File: config.mk
export PLATFORM = sky130hd
export DESIGN_NAME = reg_bank_arbiter
export DESIGN_NICKNAME = d
export VERILOG_FILES = /design/src/rtl/reg_bank_arbiter_pkg.sv /design/src/rtl/reg_bank_arbiter_rr_pick.sv /design/src/rtl/reg_bank_arbiter.sv
export SDC_FILE = /design/constraint.sdc
export NUM_CORES = 1
export LEC_CHECK = 0
export ABC_AREA = 1
export CORE_MARGIN = 2
export CORE_UTILIZATION = 40
export DETAILED_ROUTE_END_ITERATION = 8
export SETUP_SLACK_MARGIN = 0.4
export SYNTH_ARGS = -nofsm -noshare
export SYNTH_HDL_FRONTEND = slang
export SYNTH_SLANG_ARGS = --single-unit
File: constraint.sdc
create_clock -name clk -period 6.1 [get_ports clk]
set_clock_uncertainty 0.15 [all_clocks]
set_input_delay 0.61 -clock clk [delete_from_list [all_inputs] [get_ports clk]]
set_output_delay 0.61 -clock clk [all_outputs]
set_load 0.01 [all_outputs]
File: src/rtl/reg_bank_arbiter_pkg.sv
// Shared definitions for the register-bank arbiter: default parameters and FSM state encoding.
package reg_bank_arbiter_pkg;

   localparam int N_DEF         = 4;
   localparam int DEPTH_DEF     = 8;
   localparam int AW_DEF        = 3;
   localparam int W_DEF         = 8;
   localparam int MAX_BURST_DEF = 4;

   typedef enum logic {
      IDLE  = 1'b0,
      GRANT = 1'b1
   } state_e;

endpackage

File: src/rtl/reg_bank_arbiter_rr_pick.sv
// Combinational rotating-priority search: the first set request after ptr wins.
module rr_pick
   import reg_bank_arbiter_pkg::*;
#(
   parameter int N  = N_DEF,
   parameter int PW = $clog2(N_DEF)
) (
   input  logic [N-1:0]  req,
   input  logic [PW-1:0] ptr,
   output logic [N-1:0]  win,
   output logic [PW-1:0] idx,
   output logic          valid
);

   logic [PW-1:0] pos_s;

   // walk ptr+1 .. ptr+N modulo N and keep only the first hit
   always_comb begin
      win   = '0;
      idx   = '0;
      valid = 1'b0;
      pos_s = '0;
      for (int k = 1; k <= N; k++) begin
         pos_s = PW'((int'(ptr) + k) % N);
         if (!valid && req[pos_s]) begin
            win[pos_s] = 1'b1;
            idx        = pos_s;
            valid      = 1'b1;
         end else begin
            valid = valid;
         end
      end
   end

endmodule

File: src/rtl/reg_bank_arbiter.sv
// Round-robin arbiter sharing one write port of a flop register bank, with bounded locked bursts.
module reg_bank_arbiter
   import reg_bank_arbiter_pkg::*;
#(
   parameter int N         = N_DEF,
   parameter int DEPTH     = DEPTH_DEF,
   parameter int AW        = AW_DEF,
   parameter int W         = W_DEF,
   parameter int MAX_BURST = MAX_BURST_DEF
) (
   input  logic            clk,
   input  logic            rst,
   input  logic [N-1:0]    req,
   input  logic [N-1:0]    lock,
   input  logic [N*AW-1:0] wr_addr,
   input  logic [N*W-1:0]  wr_data,
   output logic [N-1:0]    gnt,
   output logic [N-1:0]    ack,
   output logic            busy,
   input  logic [AW-1:0]   rd_addr,
   output logic [W-1:0]    rd_data
);

   localparam int            PW         = $clog2(N);
   localparam logic [AW:0]   DEPTH_L    = (AW+1)'(DEPTH);
   localparam logic [3:0]    BURST_LAST = 4'(MAX_BURST - 1);
   localparam logic [PW-1:0] PTR_RST    = PW'(N - 1);

   state_e        state_r;
   logic [PW-1:0] ptr_r;
   logic [PW-1:0] idx_r;
   logic [3:0]    cnt_r;
   logic [W-1:0]  bank_r [DEPTH];

   logic [N-1:0]  win_s;
   logic [PW-1:0] win_idx_s;
   logic          win_valid_s;
   logic          sel_req_s;
   logic          sel_lock_s;
   logic [AW-1:0] sel_addr_s;
   logic [W-1:0]  sel_data_s;
   logic          addr_ok_s;
   logic          rd_ok_s;
   logic          wr_en_s;

   rr_pick #(
      .N  (N),
      .PW (PW)
   ) u_pick (
      .req   (req),
      .ptr   (ptr_r),
      .win   (win_s),
      .idx   (win_idx_s),
      .valid (win_valid_s)
   );

   // only the granted requester's inputs are ever looked at
   always_comb begin
      sel_req_s  = req[idx_r];
      sel_lock_s = lock[idx_r];
      sel_addr_s = wr_addr[int'(idx_r)*AW +: AW];
      sel_data_s = wr_data[int'(idx_r)*W +: W];
      addr_ok_s  = ({1'b0, sel_addr_s} < DEPTH_L);
      rd_ok_s    = ({1'b0, rd_addr} < DEPTH_L);
      wr_en_s    = (state_r == GRANT) && sel_req_s && addr_ok_s;
   end

   // grant FSM: pointer, burst counter and registered grant/ack/busy
   always_ff @(posedge clk or negedge rst) begin
      if (!rst) begin
         state_r <= IDLE;
         ptr_r   <= PTR_RST;
         idx_r   <= '0;
         cnt_r   <= 4'd0;
         gnt     <= '0;
         ack     <= '0;
         busy    <= 1'b0;
      end else begin
         ack <= '0;
         case (state_r)
            IDLE: begin
               if (win_valid_s) begin
                  state_r <= GRANT;
                  idx_r   <= win_idx_s;
                  gnt     <= win_s;
                  busy    <= 1'b1;
                  cnt_r   <= 4'd0;
               end
            end
            GRANT: begin
               if (sel_req_s) begin
                  ack[idx_r] <= 1'b1;
                  cnt_r      <= cnt_r + 4'd1;
                  if (!sel_lock_s || (cnt_r == BURST_LAST)) begin
                     state_r <= IDLE;
                     gnt     <= '0;
                     busy    <= 1'b0;
                     ptr_r   <= idx_r;
                  end
               end else begin
                  // requester withdrew: release without writing
                  state_r <= IDLE;
                  gnt     <= '0;
                  busy    <= 1'b0;
                  ptr_r   <= idx_r;
               end
            end
            default: begin
               state_r <= IDLE;
               gnt     <= '0;
               busy    <= 1'b0;
            end
         endcase
      end
   end

   // storage and registered read port; a same-edge read sees the pre-write value
   always_ff @(posedge clk or negedge rst) begin
      if (!rst) begin
         for (int e = 0; e < DEPTH; e++) begin
            bank_r[e] <= '0;
         end
         rd_data <= '0;
      end else begin
         if (wr_en_s) begin
            bank_r[sel_addr_s] <= sel_data_s;
         end
         rd_data <= rd_ok_s ? bank_r[rd_addr] : '0;
      end
   end

endmodule
After elaboration in Yosys (flattened, before gate mapping)
Cells that the tools add are included.
- $add $sub $neg: 5
- $lt $le $gt $ge: 13
- eq/ne operators: 5
- reduce and logical (&&, ||, !) cells: 19
- multiply operators: 1
- muxes and demuxes: 59
- shifts and indexed selects: 2
- bitwise operators: 6
- operator list (cell ; count):
    64-bit bitwise mux ; 1
    4-bit 2-to-1 mux ; 11
    32-bit by 6-bit variable part select with 8-bit output ; 1
    8-bit binary-select mux with 3-bit select ; 1
    8-bit demux with 3-bit select ; 1
    8-bit 2-to-1 mux ; 3
    1-bit 2-to-1 mux ; 21
    4-bit case mux with 2 select lines ; 2
    2-bit by 3-bit less-than comparator with 1-bit output, second input constant ; 5
    1-bit binary-select mux with 2-bit select ; 6
    2-bit 2-to-1 mux ; 6
    4-bit bitwise OR ; 3
    12-bit by 5-bit variable part select with 3-bit output ; 1
    1-bit demux with 2-bit select ; 5
    2-bit by 1-bit >= comparator with 1-bit output, second input constant ; 5
    1-bit logical AND ; 10
    4-bit >= comparator, second input constant ; 2
    3-bit NOT with 4-bit output ; 2
    2-bit AND reduction ; 4
    2-bit by 1-bit inequality test with 1-bit output, second input constant ; 3
    2-bit by 1-bit adder with 2-bit output, second input constant ; 2
    2-bit adder, second input constant ; 2
    4-bit by 1-bit adder with 4-bit output, second input constant ; 1
    4-bit by 2-bit equality test with 1-bit output, second input constant ; 1
    other kinds (7) ; 11
- bits of input ports: 57
- bits in registers: 90
- output and inout bits: 17

Longest topological paths before layout
Gate-level depths: netlist (run 1).
- depth after elaboration: 15
- gate-level depth with buffers: 12

Cells and area by module
Synthesis (run 1) repeated with hierarchy kept, for this count alone.
- cell total of the unflattened synthesis: 644
- area, all modules: 5073.6 um2
- modules (own cells, without submodules) (module ; instances ; area an instance (um2) ; cells each ; seq. area each (um2)):
    reg_bank_arbiter ; 1 ; 4615.7 ; 570 ; 2254.7
    rr_pick ; 1 ; 457.9 ; 74 ; 0.0

Worst setup path after synthesis (run 1)
Ideal clock, no wire load.
- kind: register to register
- from: reg ptr_r[0]
- to: reg idx_r[1]
- arrival time: 2034 ps
- library setup time: 116 ps
- cell stages (with the launch flop): 13
- clock period less this slack: 2300 ps
- setup slack: 3800 ps
- data required time: 5834 ps
- path through: dfstp_2 > buf_2 > inv_1 > ha_1 > inv_1 > nand3_1 > nand2_1 > nor2_4 > nand3_1 > nand2_2 > inv_1 > nand2_1 > nand2_1
- longest elaborated chain between the ends: 14
- ends and longest elaborated chain (what ; line ; RTL):
    from (decl) ; reg_bank_arbiter.sv:30 ; logic [PW-1:0] ptr_r;
    from (signal assigned) ; reg_bank_arbiter.sv:98 ; ptr_r <= idx_r;
    from (signal assigned) ; reg_bank_arbiter.sv:105 ; ptr_r <= idx_r;
    2-bit by 1-bit adder with 2-bit output ; reg_bank_arbiter_rr_pick.sv:24 ; pos_s = PW'((int'(ptr) + k) % N);
    1-bit binary-select mux with 2-bit select ; reg_bank_arbiter_rr_pick.sv:25 ; if (!valid && req[pos_s]) begin
    1-bit 2-to-1 mux (not written as such) ; reg_bank_arbiter_rr_pick.sv:25 ;
    1-bit 2-to-1 mux ; reg_bank_arbiter_rr_pick.sv:25 ;
    1-bit logical NOT ; reg_bank_arbiter_rr_pick.sv:25 ;
    1-bit logical AND ; reg_bank_arbiter_rr_pick.sv:25 ;
    1-bit 2-to-1 mux ; reg_bank_arbiter_rr_pick.sv:25 ;
    1-bit logical NOT ; reg_bank_arbiter_rr_pick.sv:25 ;
    1-bit logical AND ; reg_bank_arbiter_rr_pick.sv:25 ;
    1-bit 2-to-1 mux ; reg_bank_arbiter_rr_pick.sv:25 ;
    1-bit logical NOT ; reg_bank_arbiter_rr_pick.sv:25 ;
    1-bit logical AND ; reg_bank_arbiter_rr_pick.sv:25 ;
    1-bit 2-to-1 mux ; reg_bank_arbiter_rr_pick.sv:25 ;
    2-bit AND reduction (no line) ; - ;
    to (signal assigned) ; reg_bank_arbiter.sv:84 ; idx_r <= win_idx_s;
    to (decl) ; reg_bank_arbiter.sv:31 ; logic [PW-1:0] idx_r;
Several ways; a longest one is shown, not always the timed one. The select of a mux whose other input is x is not followed.
A chain may end at the register's enable or synchronous reset.

Worst setup path after layout (run 1)
Same ends and word-level chain as after synthesis.

==> results of run 1 <==
worst max path at each step:
stage                           from         end  slack [ns]  depth (start not counted)
after floorplan             ptr_r[0]    idx_r[1]        3.80                         12
after global placement    rd_addr[0]  rd_data[0]        3.25                          7
after detailed placement  rd_addr[0]  rd_data[0]        3.25                          7
after CTS                   ptr_r[0]    idx_r[1]        3.45                         11
after global routing        ptr_r[0]    idx_r[1]        3.25                         11
final                       ptr_r[0]    idx_r[1]        3.46                         11
synthesized netlist by cell type, types with 2 or more instances:
cell,n
sky130_fd_sc_hd__a21oi_1,9
sky130_fd_sc_hd__dfrtp_1,88
sky130_fd_sc_hd__nor2_8,3
sky130_fd_sc_hd__inv_2,4
sky130_fd_sc_hd__o22ai_1,8
sky130_fd_sc_hd__nor3_1,3
sky130_fd_sc_hd__ha_1,9
sky130_fd_sc_hd__nand2_1,230
sky130_fd_sc_hd__clkinv_4,2
sky130_fd_sc_hd__nand4_4,3
sky130_fd_sc_hd__nor2_4,4
sky130_fd_sc_hd__buf_8,3
sky130_fd_sc_hd__buf_2,3
sky130_fd_sc_hd__o21ai_0,34
sky130_fd_sc_hd__nor2_1,70
sky130_fd_sc_hd__buf_4,4
sky130_fd_sc_hd__clkbuf_1,9
sky130_fd_sc_hd__a22oi_1,13
sky130_fd_sc_hd__nand3_1,66
sky130_fd_sc_hd__inv_1,23
sky130_fd_sc_hd__a21boi_0,4
sky130_fd_sc_hd__nand2_4,8
sky130_fd_sc_hd__a31oi_1,8
sky130_fd_sc_hd__nand2_2,7
sky130_fd_sc_hd__nand4_1,6
sky130_fd_sc_hd__dfstp_2,2
sky130_fd_sc_hd__nor2_2,2
per-layer routing:
layer  up-vias  share of wire  GRT usage
li1       2193              -          -
met2       157           0.45      0.344
met4         0          0.020     0.0651
met1      2126           0.46      0.313
met3        17          0.068     0.0564
met5         -              0          0
sequential cells by signal, indices dropped and copies added (netlist names):
register / flops
ack: 4
gnt: 4
ptr_r: 2
rd_data: 8
cnt_r: 4
idx_r: 2
busy: 1
bank_r: 64
state_r: 1
cell type report:
cell class,instances,area share
inverters,32,0.0221
clock buffers,11,0.0385
clock inverters,4,0.0128
well taps,147,0.0304
repair buffers,76,0.124
flip-flops and latches,90,0.373
multi-input cells,490,0.399
through the flow:
| step | power [mW] | hold slack, ns | std cells | worst slack (ns) | util |
|---|---|---|---|---|---|
| global route | 3.23 | 0.0190 | 850 | 3.25 | 0.503 |
| global placement | 2.38 | 0.299 | 835 | 3.25 | 0.478 |
| CTS | 3.01 | 0.0129 | 850 | 3.45 | 0.503 |
| detailed placement | 2.41 | 0.304 | 835 | 3.25 | 0.478 |
| finish | 3.00 | 0.00939 | 850 | 3.46 | 0.503 |
| floorplan | 1.99 | 0.164 | 631 | 3.80 | - |
power by group through the flow:
stage | logic (mW) | registers [mW] | clock network, mW
after global placement | 1.38 | 0.999 | 0
after detailed placement | 1.41 | 1.00 | 0
after floorplan | 1.03 | 0.960 | 0
after CTS | 1.41 | 0.996 | 0.606
after global routing | 1.57 | 1.03 | 0.632
final | 1.41 | 0.999 | 0.595
kinds of logic (layout without fill, tap and decap cells):
group | count (synthesis) | in the layout | share of synthesized area
AND/OR/NAND/NOR | 402 | 402 | 0.370
buffers and inverters | 51 | 123 | 0.0523
adder cells (fa/ha/maj) | 9 | 9 | 0.0229
AO/OA/AOI/OAI | 79 | 79 | 0.0965
flip-flops | 90 | 90 | 0.458
==> run summary, run 1 <==
RUN STATUS
---------------------------------------------------------------------------
Status                                                         finished, final reports clean

WORST SETUP PATH
---------------------------------------------------------------------------
Master of the slowest instance on the critical path            sky130_fd_sc_hd__dfstp_2
Arrival time reported for the critical path endpoint                2.73 ns
Sequence of cells on the critical path                         inv_1 > ha_1 > inv_1 > nand3_1 > nand2_1 > nor2_4 > nand3_1 > nand2_2 > inv_1 > nand2_1 > nand2_1
CP bufs+invs                                                              3
Capture point of the worst reg-to-reg path                         idx_r[1]
Crit path max fanout                                                     12
Crit path launch type                                              register
Depth of the worst register-to-register path                             11
Reg2reg setup slack                                                 3.46 ns
Beginning of the worst register-to-register path                   ptr_r[0]
Stage delay of the slowest cell on the critical path                0.68 ns
Largest delay contributor family on the critical path          simple AND/OR/NAND/NOR gates
Data required time of the critical path                             6.19 ns
Crit. End Element                                                  register
Critical path type                                                  reg2reg

FLOORPLANNING
---------------------------------------------------------------------------
Num ports                                                                74
Die area                                                         13200 um^2
Initial core utilization                                              0.410
Core Region                                                      12000 um^2
Number of placement rows                                                 40
Die span in x                                                        115 um
Die extent in y                                                      115 um

FLOW RUN
---------------------------------------------------------------------------
Max-cap violations                                                        0

FINISH
---------------------------------------------------------------------------
Fin nets                                                                765
Layout-stage area growth over the synthesis result                    22.8%
Highest-count cells in the layout ignoring fill and taps       sky130_fd_sc_hd__nand2_1, sky130_fd_sc_hd__dfrtp_1, sky130_fd_sc_hd__clkdlybuf4s50_1
Most common cell after layout, fill and taps aside             sky130_fd_sc_hd__nand2_1
Layout cell share with drive strength beyond 1                       0.0797
Filler Cells Inserted                                                  1184
Area of all placed cells without fillers                          6050 um^2
Storage cell area                                                 2250 um^2
ANT cells                                                                 0
Multi-input logic area                                            2410 um^2

POWER
---------------------------------------------------------------------------
Cell Int Power                                                      1.63 mW
Net switching power figure                                          1.37 mW
Part of the power in combinational logic                              0.469
Share of power burned in registers                                    0.333
Power density normalized to cell area                           497 nW/um^2
Leakage power figure                                                3.05 nW
Switching part of the total power                                     0.458
Share of total power in the clock network                             0.198
Peak supply drop                                                   0.242 mV

TIMING
---------------------------------------------------------------------------
Final worst-path cycle share                                          0.433
Hold Vio Cnt, Final                                                       0
Slew @ Worst Pin                                                   0.883 ns
Max_slew headroom                                                     0.410
Max Clock Freq                                                      379 MHz
Number of max-slew violations in the final report                         0
Final setup fails                                                         0
Min Clock Period, post-route                                        2.64 ns
Setup repair after global routing missed its margin                   false
Setup TNS                                                              0 ns

SYNTHESIS
---------------------------------------------------------------------------
Seq/Total Area, Yosys                                                 0.458
Nets in the synthesized netlist                                         697
Cell type with the largest total area after synthesis          sky130_fd_sc_hd__dfrtp_1
Ranking of synthesized cells by area                           sky130_fd_sc_hd__dfrtp_1, sky130_fd_sc_hd__nand2_1, sky130_fd_sc_hd__nand3_1
Fraction of registers with async set/reset                             1.00
Main flop type after synthesis                                 sky130_fd_sc_hd__dfrtp_1
Area share of the largest cell type after synthesis                   0.447
Synthesized area per cell                                         7.80 um^2
Number of flops mapped to enable cells by yosys                           0
Synthesized flop and latch total                                         90
Synth Warn #                                                              0
Synth cell types                                                         33
Mapped Cells                                                            631
Netlist area before placement                                     4920 um^2

DETAILED ROUTING
---------------------------------------------------------------------------
Count of vias placed by the detailed router                            4493
Post-DR wirelength/cell                                             16.4 um
First-pass DRT Iterations                                                 4
DRC Markers                                                               0
Detailed-route vias per instance                                       5.29
Violation count after the first detailed-routing iteration              307
Detailed Route WL                                                   13.9 mm
Post-route antenna net violation count                                    0

PLACEMENT
---------------------------------------------------------------------------
Final GP Congestion                                                   0.867
Area after DPL                                                    5740 um^2
Port Buf Inserts                                                         73
HPWL after detailed placement                                       10.0 mm

GLOBAL ROUTING
---------------------------------------------------------------------------
Total GRT Usage                                                       0.223
Congestion Overflow GR                                                    0
Maximum number of pins on one net before global-route repair             68
Wire length of the first global-routing pass                        22.9 mm
Number of global-route vias before repair                              4357
Initial antenna violation count                                           0

CLOCK NETWORK
---------------------------------------------------------------------------
Clock latency at the later pin of the worst-skew pair               0.35 ns
H-tree depth                                                              3
CTS tree                                                              built
Cts bufs inserted                                                         9
Worst-path clk slew                                                 0.07 ns
Cell at the root of the clock tree                             sky130_fd_sc_hd__clkbuf_16
Clock Path Buffers                                                        2
Gates resized, CTS repair                                                 0
Number of clock sinks                                                    90
Count of hold-fix buffers inserted at cts                                 0
Number of setup buffers added after CTS                                   0

WORST HOLD PATH
---------------------------------------------------------------------------
Worst hold-check path type                                         in2async

(Power assumes the default switching activity.)
==> run 2: changes to the inputs <==
- clock period: 6.1 -> 2.6 ns (I/O delays scaled with it)
==> run 2 against run 1 <==
Net effect: global-route usage decreased by 0.72 points; utilization increased by 2.9 points; die area unchanged; combinational power increased to 2.7 times the previous value; clock power increased to 2.6 times the previous value; worst setup slack got worse by 3.0 ns; clock-buffer cell count unchanged; hold slack improved by 0.31 ns; via count increased by 2.2%.
==> run summary, run 2 (synthesis gave the netlist of run 1 again) <==
RUN STATUS
---------------------------------------------------------------------------
Status                                                         finished, final reports clean

CLOCK NETWORK
---------------------------------------------------------------------------
H-tree depth                                                              3
CTS tree                                                              built
Worst-path clk slew                                                 0.06 ns
Number of clock sinks                                                    90
Clock Path Buffers                                                        2
Clock latency at the later pin of the worst-skew pair               0.35 ns
Cts bufs inserted                                                         9
Cell at the root of the clock tree                             sky130_fd_sc_hd__clkbuf_16

GLOBAL ROUTING
---------------------------------------------------------------------------
Most Crowded Layer GR                                                  met2
Number of global-route vias before repair                              4300
GR Layer Usage met1                                                   0.312
Total GRT Usage                                                       0.216
Met2 Track Usage GR                                                   0.324
Global Route met3 Usage                                              0.0422
Initial antenna violation count                                           0
Wire length of the first global-routing pass                        22.1 mm
Congestion Overflow GR                                                    0
Maximum number of pins on one net before global-route repair             47

WORST SETUP PATH
---------------------------------------------------------------------------
Crit path max fanout                                                      7
Data required time of the critical path                             2.70 ns
Arrival time reported for the critical path endpoint                2.21 ns
CP bufs+invs                                                              3
Crit. End Element                                                  register
Sequence of cells on the critical path                         clkinvlp_4 > ha_4 > inv_1 > nand3_4 > nand2_4 > nor2_4 > nand3_2 > nand2_4 > inv_1 > nand2_1 > nand2_1
Master of the slowest instance on the critical path            sky130_fd_sc_hd__dfstp_2
Crit path launch type                                              register
Critical path type                                                  reg2reg
Stage delay of the slowest cell on the critical path                0.55 ns
Largest delay contributor family on the critical path          simple AND/OR/NAND/NOR gates

FINISH
---------------------------------------------------------------------------
Non-filler instance count after layout                                  872
Final design utilization                                              0.532
ANT cells                                                                 0
Layout-stage area growth over the synthesis result                    29.8%
Flip-flop count of the largest register after layout                     64
Biggest regs                                                   bank_r x64, rd_data x8
Largest register by flop count                                       bank_r
Most common cell after layout, fill and taps aside             sky130_fd_sc_hd__nand2_1
Filler Cells Inserted                                                  1164
Area of all placed cells without fillers                          6390 um^2
Highest-count cells in the layout ignoring fill and taps       sky130_fd_sc_hd__nand2_1, sky130_fd_sc_hd__dfrtp_1, sky130_fd_sc_hd__clkdlybuf4s50_1
Fin nets                                                                787
Layout cell share with drive strength beyond 1                        0.127

PLACEMENT
---------------------------------------------------------------------------
HPWL after detailed placement                                       9.58 mm
Port Buf Inserts                                                         73
Area after DPL                                                    5840 um^2
Cell Count Post-Placement                                               845
Final GP Congestion                                                   0.834

TIMING
---------------------------------------------------------------------------
Slew @ Worst Pin                                                   0.641 ns
Max Clock Freq                                                      474 MHz
Hold Vio Cnt, Final                                                       0
Final worst-path cycle share                                          0.812
Setup repair after global routing missed its margin                   false
Max_slew headroom                                                     0.572
Number of max-slew violations in the final report                         0
Setup TNS                                                              0 ns
Final setup fails                                                         0
Min Clock Period, post-route                                        2.11 ns

FLOORPLANNING
---------------------------------------------------------------------------
Initial core utilization                                              0.410
Number of placement rows                                                 40
Die span in x                                                        115 um
Die area                                                         13200 um^2
Die extent in y                                                      115 um
Num ports                                                                74
Core Region                                                      12000 um^2

WORST HOLD PATH
---------------------------------------------------------------------------
Worst hold-check path type                                         in2async

DETAILED ROUTING
---------------------------------------------------------------------------
DRC Markers                                                               0
Post-route antenna net violation count                                    0
First-pass DRT Iterations                                                 5
Detailed-route vias per instance                                       5.26
Post-DR wirelength/cell                                             15.9 um
Detailed Route WL                                                   13.9 mm
Violation count after the first detailed-routing iteration              406
Count of vias placed by the detailed router                            4591

POWER
---------------------------------------------------------------------------
Power density normalized to cell area                          1190 nW/um^2
Leakage power figure                                                3.20 nW
Peak supply drop                                                   0.533 mV

FLOW RUN
---------------------------------------------------------------------------
Max-cap violations                                                        0

-- run 2: cell type report --
class / instances / area, um^2 / share of cell area
clock buffer: 11 / 243 / 0.0380
clock inverter: 4 / 98.8 / 0.0155
inverter: 32 / 140 / 0.0219
multi-input combinational: 490 / 2480 / 0.389
sequential: 90 / 2260 / 0.353
tap: 147 / 184 / 0.0288
timing repair buffer: 98 / 986 / 0.154
-- run 2: timing repair --
action                                 in CTS  in global routing
buffers inserted                            2                  8
setup endpoints to repair                   9                 76
pin swaps                                   1                  4
gates cloned                                0                  1
gates resized for setup                     1                 17
endpoints found under the hold margin      43                  0
hold buffers                                1                  0
-- run 2: stage by stage --
stage / hold WS (ns) / setup slack (ns) / power [mW]
floorplan: -0.186 / 0.405 / 4.68
global placement: 0.161 / 0.382 / 5.72
detailed placement: 0.167 / 0.319 / 5.75
CTS: 0.319 / 0.394 / 7.32
global route: 0.338 / 0.388 / 8.17
finish: 0.319 / 0.489 / 7.64
-- run 2: worst paths after layout --
| path | depth (start not counted) | slack (ns) | to | start |
|---|---|---|---|---|
| setup / recovery | 11 | 0.49 | idx_r[1] | ptr_r[1] |
| hold reg to reg | 2 | 0.32 | bank_r[32] | bank_r[32] |
| max in group asynchronous | 3 | 1.31 | bank_r[52] | rst |
| min in group clk | 2 | 0.32 | bank_r[32] | bank_r[32] |
| hold / removal | 2 | 0.32 | bank_r[4] | rst |
| setup reg to reg | 11 | 0.49 | idx_r[1] | ptr_r[1] |
-- run 2: power by group --
group	internal, mW	switching [mW]	total [mW]
Clock	0.964	0.552	1.52
Sequential	1.96	0.328	2.29
Combinational	1.36	2.48	3.84
Total	4.28	3.36	7.64
-- run 2: per-layer routing --
metal  up-vias  part of all wire
met5         -                 0
met4         0             0.018
met3        15             0.060
met2       167              0.45
met1      2170              0.47
li1       2239                 -
==> run 3: changes to the inputs <==
- clock period: 2.6 -> 2 ns (I/O delays scaled with it)
==> run 3 against run 2 <==
Net effect: clock-buffer cell count down 1; sequential share of layout area fell by 4.1 points; worst setup slack worse by 0.40 ns; design area rose by 13%; via count increased by 5.9%; die area did not move; sequential power grew 31%; register-to-register slack lost 0.40 ns; sequential cell count is the same; critical path depth did not move; power rose by 50%; largest cell class unchanged.
==> run summary, run 3 (synthesis gave the netlist of run 1 again) <==
RUN STATUS
---------------------------------------------------------------------------
Status                                                         finished, final reports clean

FINISH
---------------------------------------------------------------------------
Biggest regs                                                   bank_r x64, rd_data x8
Largest register by flop count                                       bank_r
Highest-count cells in the layout ignoring fill and taps       sky130_fd_sc_hd__nand2_1, sky130_fd_sc_hd__dfrtp_1, sky130_fd_sc_hd__nor2_1
Most common cell after layout, fill and taps aside             sky130_fd_sc_hd__nand2_1
Layout cell share with drive strength beyond 1                        0.261
Final design utilization                                              0.603
ANT cells                                                                 0
Non-filler instance count after layout                                  926
Flip-flop count of the largest register after layout                     64
Fin nets                                                                840
Layout-stage area growth over the synthesis result                    47.0%
Area of all placed cells without fillers                          7240 um^2

TIMING
---------------------------------------------------------------------------
Max_slew headroom                                                     0.612
Final setup fails                                                         0
Min Clock Period, post-route                                        1.91 ns
Final worst-path cycle share                                          0.955
Setup TNS                                                              0 ns
Worst hold slack across all endpoints                              0.238 ns
Hold Vio Cnt, Final                                                       0
Number of max-slew violations in the final report                         0
Final critical-path setup slack                                   0.0891 ns
Slew @ Worst Pin                                                   0.581 ns
Max Clock Freq                                                      523 MHz
Setup repair after global routing missed its margin                    true

WORST SETUP PATH
---------------------------------------------------------------------------
Crit. End Element                                                  register
Data required time of the critical path                             2.08 ns
Critical path type                                                  reg2reg
Arrival time reported for the critical path endpoint                1.99 ns
Stage delay of the slowest cell on the critical path                0.45 ns
Master of the slowest instance on the critical path            sky130_fd_sc_hd__dfrtp_2
Crit path launch type                                              register
Crit path max fanout                                                      8
Sequence of cells on the critical path                         inv_2 > nor2_4 > nand2_2 > nand4_4 > nand2_4 > a21oi_4 > buf_6 > buf_12 > nand2_4 > nand2_1 > nand2_1

CLOCK NETWORK
---------------------------------------------------------------------------
Clock Path Buffers                                                        2
Clock latency at the later pin of the worst-skew pair               0.34 ns
Cts bufs inserted                                                         9
Worst-path clk slew                                                 0.06 ns
CTS tree                                                              built
H-tree depth                                                              3
Number of clock sinks                                                    90
Cell at the root of the clock tree                             sky130_fd_sc_hd__clkbuf_16

PLACEMENT
---------------------------------------------------------------------------
Final GP Congestion                                                   0.865
Cell Count Post-Placement                                               873
Port Buf Inserts                                                         73
Area after DPL                                                    6170 um^2
Pre-CTS setup slack                                              -0.0141 ns
HPWL after detailed placement                                       10.1 mm

GLOBAL ROUTING
---------------------------------------------------------------------------
Number of global-route vias before repair                              4721
Congestion Overflow GR                                                    0
Wire length of the first global-routing pass                        23.8 mm
Total GRT Usage                                                       0.230
Maximum number of pins on one net before global-route repair             41
Initial antenna violation count                                           0

DETAILED ROUTING
---------------------------------------------------------------------------
Post-DR wirelength/cell                                             16.0 um
Detailed-route vias per instance                                       5.25
DRC Markers                                                               0
First-pass DRT Iterations                                                 5
Post-route antenna net violation count                                    0
Count of vias placed by the detailed router                            4863
Detailed Route WL                                                   14.8 mm
Violation count after the first detailed-routing iteration              389

WORST HOLD PATH
---------------------------------------------------------------------------
Worst hold-check path type                                         in2async

FLOORPLANNING
---------------------------------------------------------------------------
Die extent in y                                                      115 um
Number of placement rows                                                 40
Die span in x                                                        115 um
Die area                                                         13200 um^2
Initial core utilization                                              0.410
Num ports                                                                74
Core Region                                                      12000 um^2

POWER
---------------------------------------------------------------------------
Peak supply drop                                                   0.791 mV
Power density normalized to cell area                          1580 nW/um^2
Total Power                                                         11.4 mW
Leakage power figure                                                3.63 nW

FLOW RUN
---------------------------------------------------------------------------
Max-cap violations                                                        0

-- run 3: path summary, 6_finish.rpt --
path | startpoint | endpoint | slack, ns | cells after the start
min in group clk | bank_r[32] | bank_r[32] | 0.32 | 2
setup reg to reg | idx_r[0] | bank_r[55] | 0.09 | 11
max in group asynchronous | rst | bank_r[31] | 0.82 | 3
hold reg to reg | bank_r[32] | bank_r[32] | 0.32 | 2
setup / recovery | idx_r[0] | bank_r[55] | 0.09 | 11
hold / removal | rst | bank_r[12] | 0.24 | 2
-- run 3: critical path, delay by kind of cell (launching register included) --
kind | cells | cell delay, ns
AOI/OAI and AO/OA | 1 | 0.17
buffers and inverters | 3 | 0.35
and+or+nand+nor | 7 | 0.71
DFF | 1 | 0.45
-- run 3: routing by layer --
metal / global-route usage / part of all wire / up-vias / routed length [um]
met5: 0 / 0 / - / 0
met4: 0.0723 / 0.018 / 0 / 268
met3: 0.0269 / 0.060 / 21 / 881
met2: 0.369 / 0.46 / 186 / 6830
met1: 0.327 / 0.46 / 2297 / 6820
li1: - / - / 2359 / -
-- run 3: final cells by class --
class	instances	area [um^2]
inverters	32	175
multi-input cells	493	2800
flip-flops and latches	90	2260
repair buffers	148	1520
well taps	147	184
clock buffers	10	239
fillers	1062	4770
clock inverters	6	65.1
-- run 3: report_power, final --
part,internal [mW],leakage (nW),total (mW),switching (mW)
combinational,2.80,2.32,6.69,3.89
clock,1.01,0.149,1.74,0.736
sequential,2.55,1.15,3.00,0.452
total,6.35,3.63,11.4,5.08
-- run 3: what timing repair did --
item | 4_1_cts | 5_1_grt
endpoints found under the hold margin | 35 | 0
pin swaps | 20 | 28
buffers inserted | 11 | 20
gates cloned | 3 | 2
hold buffers | 1 | 0
gates resized for setup | 55 | 56
setup endpoints to repair | 79 | 85
